**src/rtl/mux2_pingpong_buf.sv**
```systemverilog
// -----------------------------------------------------------------------------
// mux2_pingpong_buf
//   Two-entry ping-pong buffer feeding a 2:1 mux stage. Accepted words are
//   written alternately into two holding registers (d0/d1). The select s always
//   points at the oldest unconsumed word, so the mux output is FIFO ordered.
//
// Ports
//   clk        in   1      clock, rising edge
//   reset_n    in   1      asynchronous active-low reset
//   in_valid   in   1      upstream word present on in_data
//   in_ready   out  1      buffer can accept a word (count != 2)
//   in_data    in   WIDTH  upstream word
//   d0         out  WIDTH  slot 0 register, feeds mux d0
//   d1         out  WIDTH  slot 1 register, feeds mux d1
//   s          out  1      read pointer, feeds mux select
//   out_valid  out  1      selected slot holds a valid word (count != 0)
//   out_ready  in   1      consumer takes the selected word
// -----------------------------------------------------------------------------
module mux2_pingpong_buf #(
  parameter int unsigned WIDTH = 4
) (
  input  logic             clk,
  input  logic             reset_n,
  input  logic             in_valid,
  output logic             in_ready,
  input  logic [WIDTH-1:0] in_data,
  output logic [WIDTH-1:0] d0,
  output logic [WIDTH-1:0] d1,
  output logic             s,
  output logic             out_valid,
  input  logic             out_ready
);

  // Occupancy states; the encoding equals the word count.
  typedef enum logic [1:0] {
    EMPTY = 2'd0,
    ONE   = 2'd1,
    FULL  = 2'd2
  } state_t;

  state_t           state_q, state_d;
  logic             wr_ptr_q, wr_ptr_d;
  logic             s_q, s_d;
  logic [WIDTH-1:0] d0_q, d0_d;
  logic [WIDTH-1:0] d1_q, d1_d;
  logic             push, pop;

  // State register.
  always_ff @(posedge clk or negedge reset_n) begin
    if (!reset_n) begin
      state_q  <= EMPTY;
      wr_ptr_q <= 1'b0;
      s_q      <= 1'b0;
      d0_q     <= '0;
      d1_q     <= '0;
    end else begin
      state_q  <= state_d;
      wr_ptr_q <= wr_ptr_d;
      s_q      <= s_d;
      d0_q     <= d0_d;
      d1_q     <= d1_d;
    end
  end

  // Next-state, slot write and handshake decode.
  always_comb begin
    state_d   = state_q;
    wr_ptr_d  = wr_ptr_q;
    s_d       = s_q;
    d0_d      = d0_q;
    d1_d      = d1_q;
    in_ready  = (state_q != FULL);
    out_valid = (state_q != EMPTY);
    push      = in_valid & in_ready;
    pop       = out_valid & out_ready;

    case (state_q)
      EMPTY: begin
        if (push) state_d = ONE;
      end
      ONE: begin
        if (push && !pop)      state_d = FULL;
        else if (!push && pop) state_d = EMPTY;
      end
      FULL: begin
        if (pop) state_d = ONE;
      end
      default: state_d = EMPTY;
    endcase

    // In ONE, wr_ptr is always the slot opposite s, so a simultaneous
    // push/pop never overwrites the word being consumed.
    if (push) begin
      if (wr_ptr_q) d1_d = in_data;
      else          d0_d = in_data;
      wr_ptr_d = ~wr_ptr_q;
    end

    if (pop) s_d = ~s_q;
  end

  assign d0 = d0_q;
  assign d1 = d1_q;
  assign s  = s_q;

endmodule

```
**config.mk**
```make
export PLATFORM = sky130hd
export DESIGN_NAME = mux2_pingpong_buf
export DESIGN_NICKNAME = d
export VERILOG_FILES = /design/src/rtl/mux2_pingpong_buf.sv
export SDC_FILE = /design/constraint.sdc
export NUM_CORES = 1
export LEC_CHECK = 0
export BUFFER_PORTS_ARGS = -buffer_cell sky130_fd_sc_hd__buf_2
export CORE_AREA = 2 2 39 41
export DETAILED_ROUTE_END_ITERATION = 10
export DIE_AREA = 0 0 41 43
export GPL_ROUTABILITY_DRIVEN = 0
export HOLD_SLACK_MARGIN = 0.1
export PLACE_DENSITY = 0.74
export SYNTH_ARGS = -nofsm -noshare
export SYNTH_HDL_FRONTEND = slang
export SYNTH_SLANG_ARGS = --single-unit
export TNS_END_PERCENT = 20
```
**constraint.sdc**
```tcl
create_clock -name clk -period 1.9 [get_ports clk]
set_clock_uncertainty 0.1 [all_clocks]
set_input_delay 0.285 -clock clk [delete_from_list [all_inputs] [get_ports clk]]
set_output_delay 0.285 -clock clk [all_outputs]
set_load 0.03 [all_outputs]
```
* Yosys cells after proc, flatten, opt, wreduce, memory -nomap -nowiden
Cells that the tools add are included.
** Cells by class
- Equality and inequality tests :: 6
- Multiplexer cells :: 5
- Bitwise logic cells :: 4
- Reductions and logical operators :: 9
** Operators by type and width (number)
- $mux W2 :: 4
- $ne A2 B2 Y1 const B :: 3
- $pmux W2 S3 :: 1
- $reduce_and A2 Y1 :: 2
- $ne A3 B3 Y1 const B :: 1
- $reduce_and A3 Y1 :: 1
- $and A1 B1 Y1 :: 2
- $eq A2 B1 Y1 const B :: 1
- $eq A2 B2 Y1 const B :: 1
- $logic_and A1 B1 Y1 :: 2
- $logic_not A1 Y1 :: 2
- $logic_not A2 Y1 :: 1
- $not A1 Y1 :: 2
- $reduce_bool A2 Y1 :: 1
** Word-level totals
- Register bits after elaboration :: 12
- Output and inout port bits :: 11
- Word-level logic and storage cells :: 29

* Logic depth before layout (Yosys ltp)
- Word-level depth :: 7
- Depth in mapped cells :: 4
- Gate-level depth less buffers :: 3

* Worst setup path before layout
No wires, ideal clock.
- Path type :: register to register
- Start point :: reg state_q[0]
- End point :: reg d1_q[0], in the netlist d1[0]
- Library setup time :: 125 ps
- Arrival :: 1182 ps
- Data required time :: 1675 ps
- Setup slack :: 493 ps
- Stages on the path, launching flop included :: 5
- Path buffers :: 1
- Clock period less this slack :: 1407 ps
- Path through :: dfrtp_1 nand2b_4 and3_4 buf_6 mux2_4
** Between the ends
- Cells in the longest elaborated chain, start to end :: 3
** Ends and longest elaborated chain
- start: declaration :: RTL line 41 : state_t state_q, state_d;
- start signal: assignment :: RTL line 57 : state_q <= state_d;
- $ne A2 B2 Y1 :: RTL line 72 : in_ready = (state_q != FULL);
- via in_ready :: RTL line 25 : output logic in_ready,
- $and A1 B1 Y1 :: RTL line 74 : push = in_valid & in_ready;
- $reduce_and A2 Y1 (no line)
- end signal: assignment :: RTL line 55 : d1_q <= '0;
- end signal: assignment :: RTL line 61 : d1_q <= d1_d;
- end: declaration :: RTL line 45 : logic [WIDTH-1:0] d1_q, d1_d;
The timed path passes the listed nets, and every way through them passes these cells.
A chain may end at the register's enable or synchronous reset.

* Final worst setup path
- Start point :: reg state_q[1]
- End point :: out out_valid
** Between the ends
- Cells in the longest elaborated chain, start to end :: 1
** Ends and longest elaborated chain
- $reduce_bool A2 Y1 :: RTL line 73 : out_valid = (state_q != EMPTY);
- end: declaration :: RTL line 30 : output logic out_valid,
Every way passes these cells.

==> metrics.csv <==
stage,metric,value,unit
pwr,pwr_density_cell,1730,mW/mm2
synth,avgSynthCellArea,14.9,um2
timing,rsz0062_at_grt,false,
clocking,cts_buffer_depth,2,
critical_path,required,1510,ps
final_layout,fin_cells,72,
critical_path,critPathTopFamily,flip-flops,
critical_path,arrival,1200,ps
placed_design,io_buffer_count,18,
final_layout,antenna_cells,0,
placed_design,dp_hpwl,674,um
pwr,p_leak,0.314,nW
job,drv_cap,0,
global_routing,grt_usage,12.2,%
routing,drc,0,
synth,netlist_area,522,um2
timing,fin_hold_ws,139,ps
timing,min_period,1590,ps
clocking,clk_latency,260,ps
final_layout,most-common-layout-cells,"buf_2, dfrtp_1, mux2_2, mux2_4, clkbuf_4",
timing,hold_violations,0,
synth,ys_types,14,
critical_path,path_cells,or2_2 -> buf_2,
routing,vias,353,
final_layout,num-nets-final,66,
synth,synthTopCellsByArea,"dfrtp_1, mux2_4, mux2_2, xnor2_1, nand3b_1",
die,dieArea,0.00176,mm2
synth,synth_cells,35,
critical_path,path_buf_inv,1,
routing,firstDrtPassIters,3,
clocking,cts_max_level,1,
clocking,cts.sinks,12,
global_routing,grt_max_degree,13,
critical_path,cp_max_fo,5,
die,num_rows,14,
final_layout,design_area,653,um2
global_routing,grt-ovfl-total,0,
timing,fin_crit_sh,83.5,%
timing,slew-limit-headroom,81.7,%
routing,post_drt_wl_per_cell,12.1,um
critical_path,path_class,flop to output port,
status,status,"finished, final reports clean",
timing,fmax,0.630,GHz
clocking,root_buffer,clkbuf_4,
placed_design,dp.cells,68,
clocking,cts_tree,yes,
worst_hold_path,worstHoldPathType,primary input to flop,
clocking,clk_pin_slew_worst_paths,60,ps
critical_path,cp_slowest_cell,dfrtp_1,
synth,synth_top_area_share,57.6,%
routing,drt-total-wl,874,um
timing,setup_viol,0,
global_routing,antenna_found_initial,0,
die,die_w,41,um
critical_path,startpoint_type,flop,
final_layout,layout_commonest_cell,buf_2,
clocking,post_cts_resized,0,
routing,drt-initial-drc-count,7,
global_routing,grt_pass1_vias,338,
placed_design,placed_area,621,um2
die,ios,19,
global_routing,grt_first_pass_wirelength,1370,um
critical_path,cp-end-kind,output port,
routing,drtAntennaViolNets,0,
final_layout,layout-drive-gt1-share,57.1,%
synth,yosys.area.top_type,dfrtp_1,
die,start_util,37.7,%
timing,finalMaxSlewViolations,0,
routing,vias_per_cell,4.90,
synth,synth_seq_area_share,57.6,%
timing,worst_pin_slew,274,ps
clocking,numCtsBuffers,3,
die,design.core.area,0.00138,mm2
critical_path,critical_path.max_stage_delay,440,ps
timing,fin_tns_setup,0,ps
synth,yosysWarnings,0,
final_layout,syn_to_final_growth,25.2,%
die,fp.dieH,43,um
pwr,ir_worst_vdd,529,uV
synth,syn_nets,43,
synth,ys_ff_latch,12,
cells in the mapped netlist, drive strengths merged:
cell    number
buf          1
dfrtp       12
a21oi        2
mux2i        1
nand2b       1
o22ai        1
or2          1
nand3b       2
and3         1
nor3b        1
mux2         8
nand2        2
xnor2        2
where the power goes:
| part | switching [W] | internal [W] | total (W) |
|---|---|---|---|
| logic | 0.000324 | 0.000229 | 0.000553 |
| clock network | 0.0000680 | 0.0000730 | 0.000141 |
| registers | 0.0000665 | 0.000372 | 0.000438 |
| total | 0.000458 | 0.000674 | 0.00113 |
metrics by stage:
stage,util [%],setup WS (ps),power (W)
2_1_floorplan,-,493,0.000859
6_report,47.2,313,0.00113
5_1_grt,47.2,246,0.00122
3_3_place_gp,44.8,550,0.000984
4_1_cts,47.2,290,0.00115
3_5_place_dp,44.8,532,0.000999
metal layers:
layer / GRT usage [%] / routed length (um) / vias to the layer above / part of all wire [%]
met4: 10.0 / 0 / 0 / 0
met5: 0 / 0 / - / 0
li1: - / - / 168 / -
met1: 15.0 / 406 / 167 / 46
met2: 15.9 / 386 / 18 / 44
met3: 4.71 / 81 / 0 / 9.3
cells by family after synthesis:
group / count (synthesis) / share of synthesized area [%]
DFF: 12 / 57.6
AOI/OAI and AO/OA: 3 / 3.12
muxes: 9 / 22.1
buffers and inverters: 1 / 2.16
xor gates and xnor gates: 2 / 3.36
and+or+nand+nor: 8 / 11.8
worst reg2reg max path, cell delays in order (launching register included):
cell and delay [ps]:
dfrtp_1 420, nand2b_4 180, nand3b_1 210, mux2_2 370
what timing repair did:
item	in CTS	in global routing
endpoints found under the hold margin	12	0
buffers inserted	0	0
hold buffers	1	0
endpoints found under the setup margin	0	0
path summary, 6_finish.rpt:
path / start / endpoint / slack, ps / cells past startpoint
worst min register to register: s / s / 360 / 1
max in group asynchronous: reset_n / d0[3] / 1150 / 2
worst min-delay path: out_ready / state_q[1] / 140 / 2
min in group asynchronous: reset_n / d0[1] / 340 / 2
worst max-delay path: state_q[1] / out_valid / 310 / 2
worst max register to register: state_q[0] / d0[2] / 530 / 3
cell type report:
cell class	instances	area [um2]
Clock buffer	3	22.5
Fill cell	134	731
Multi-Input combinational cell	22	210
Sequential cell	12	300
Tap cell	16	20.0
Timing Repair Buffer	19	100
state kept, by name, summed over array words and instances, names as in the netlist:
signal / flops
state_q: 2
wr_ptr_q: 1
d0: 4
s: 1
d1: 4
Power figures use the tool's default switching activity.
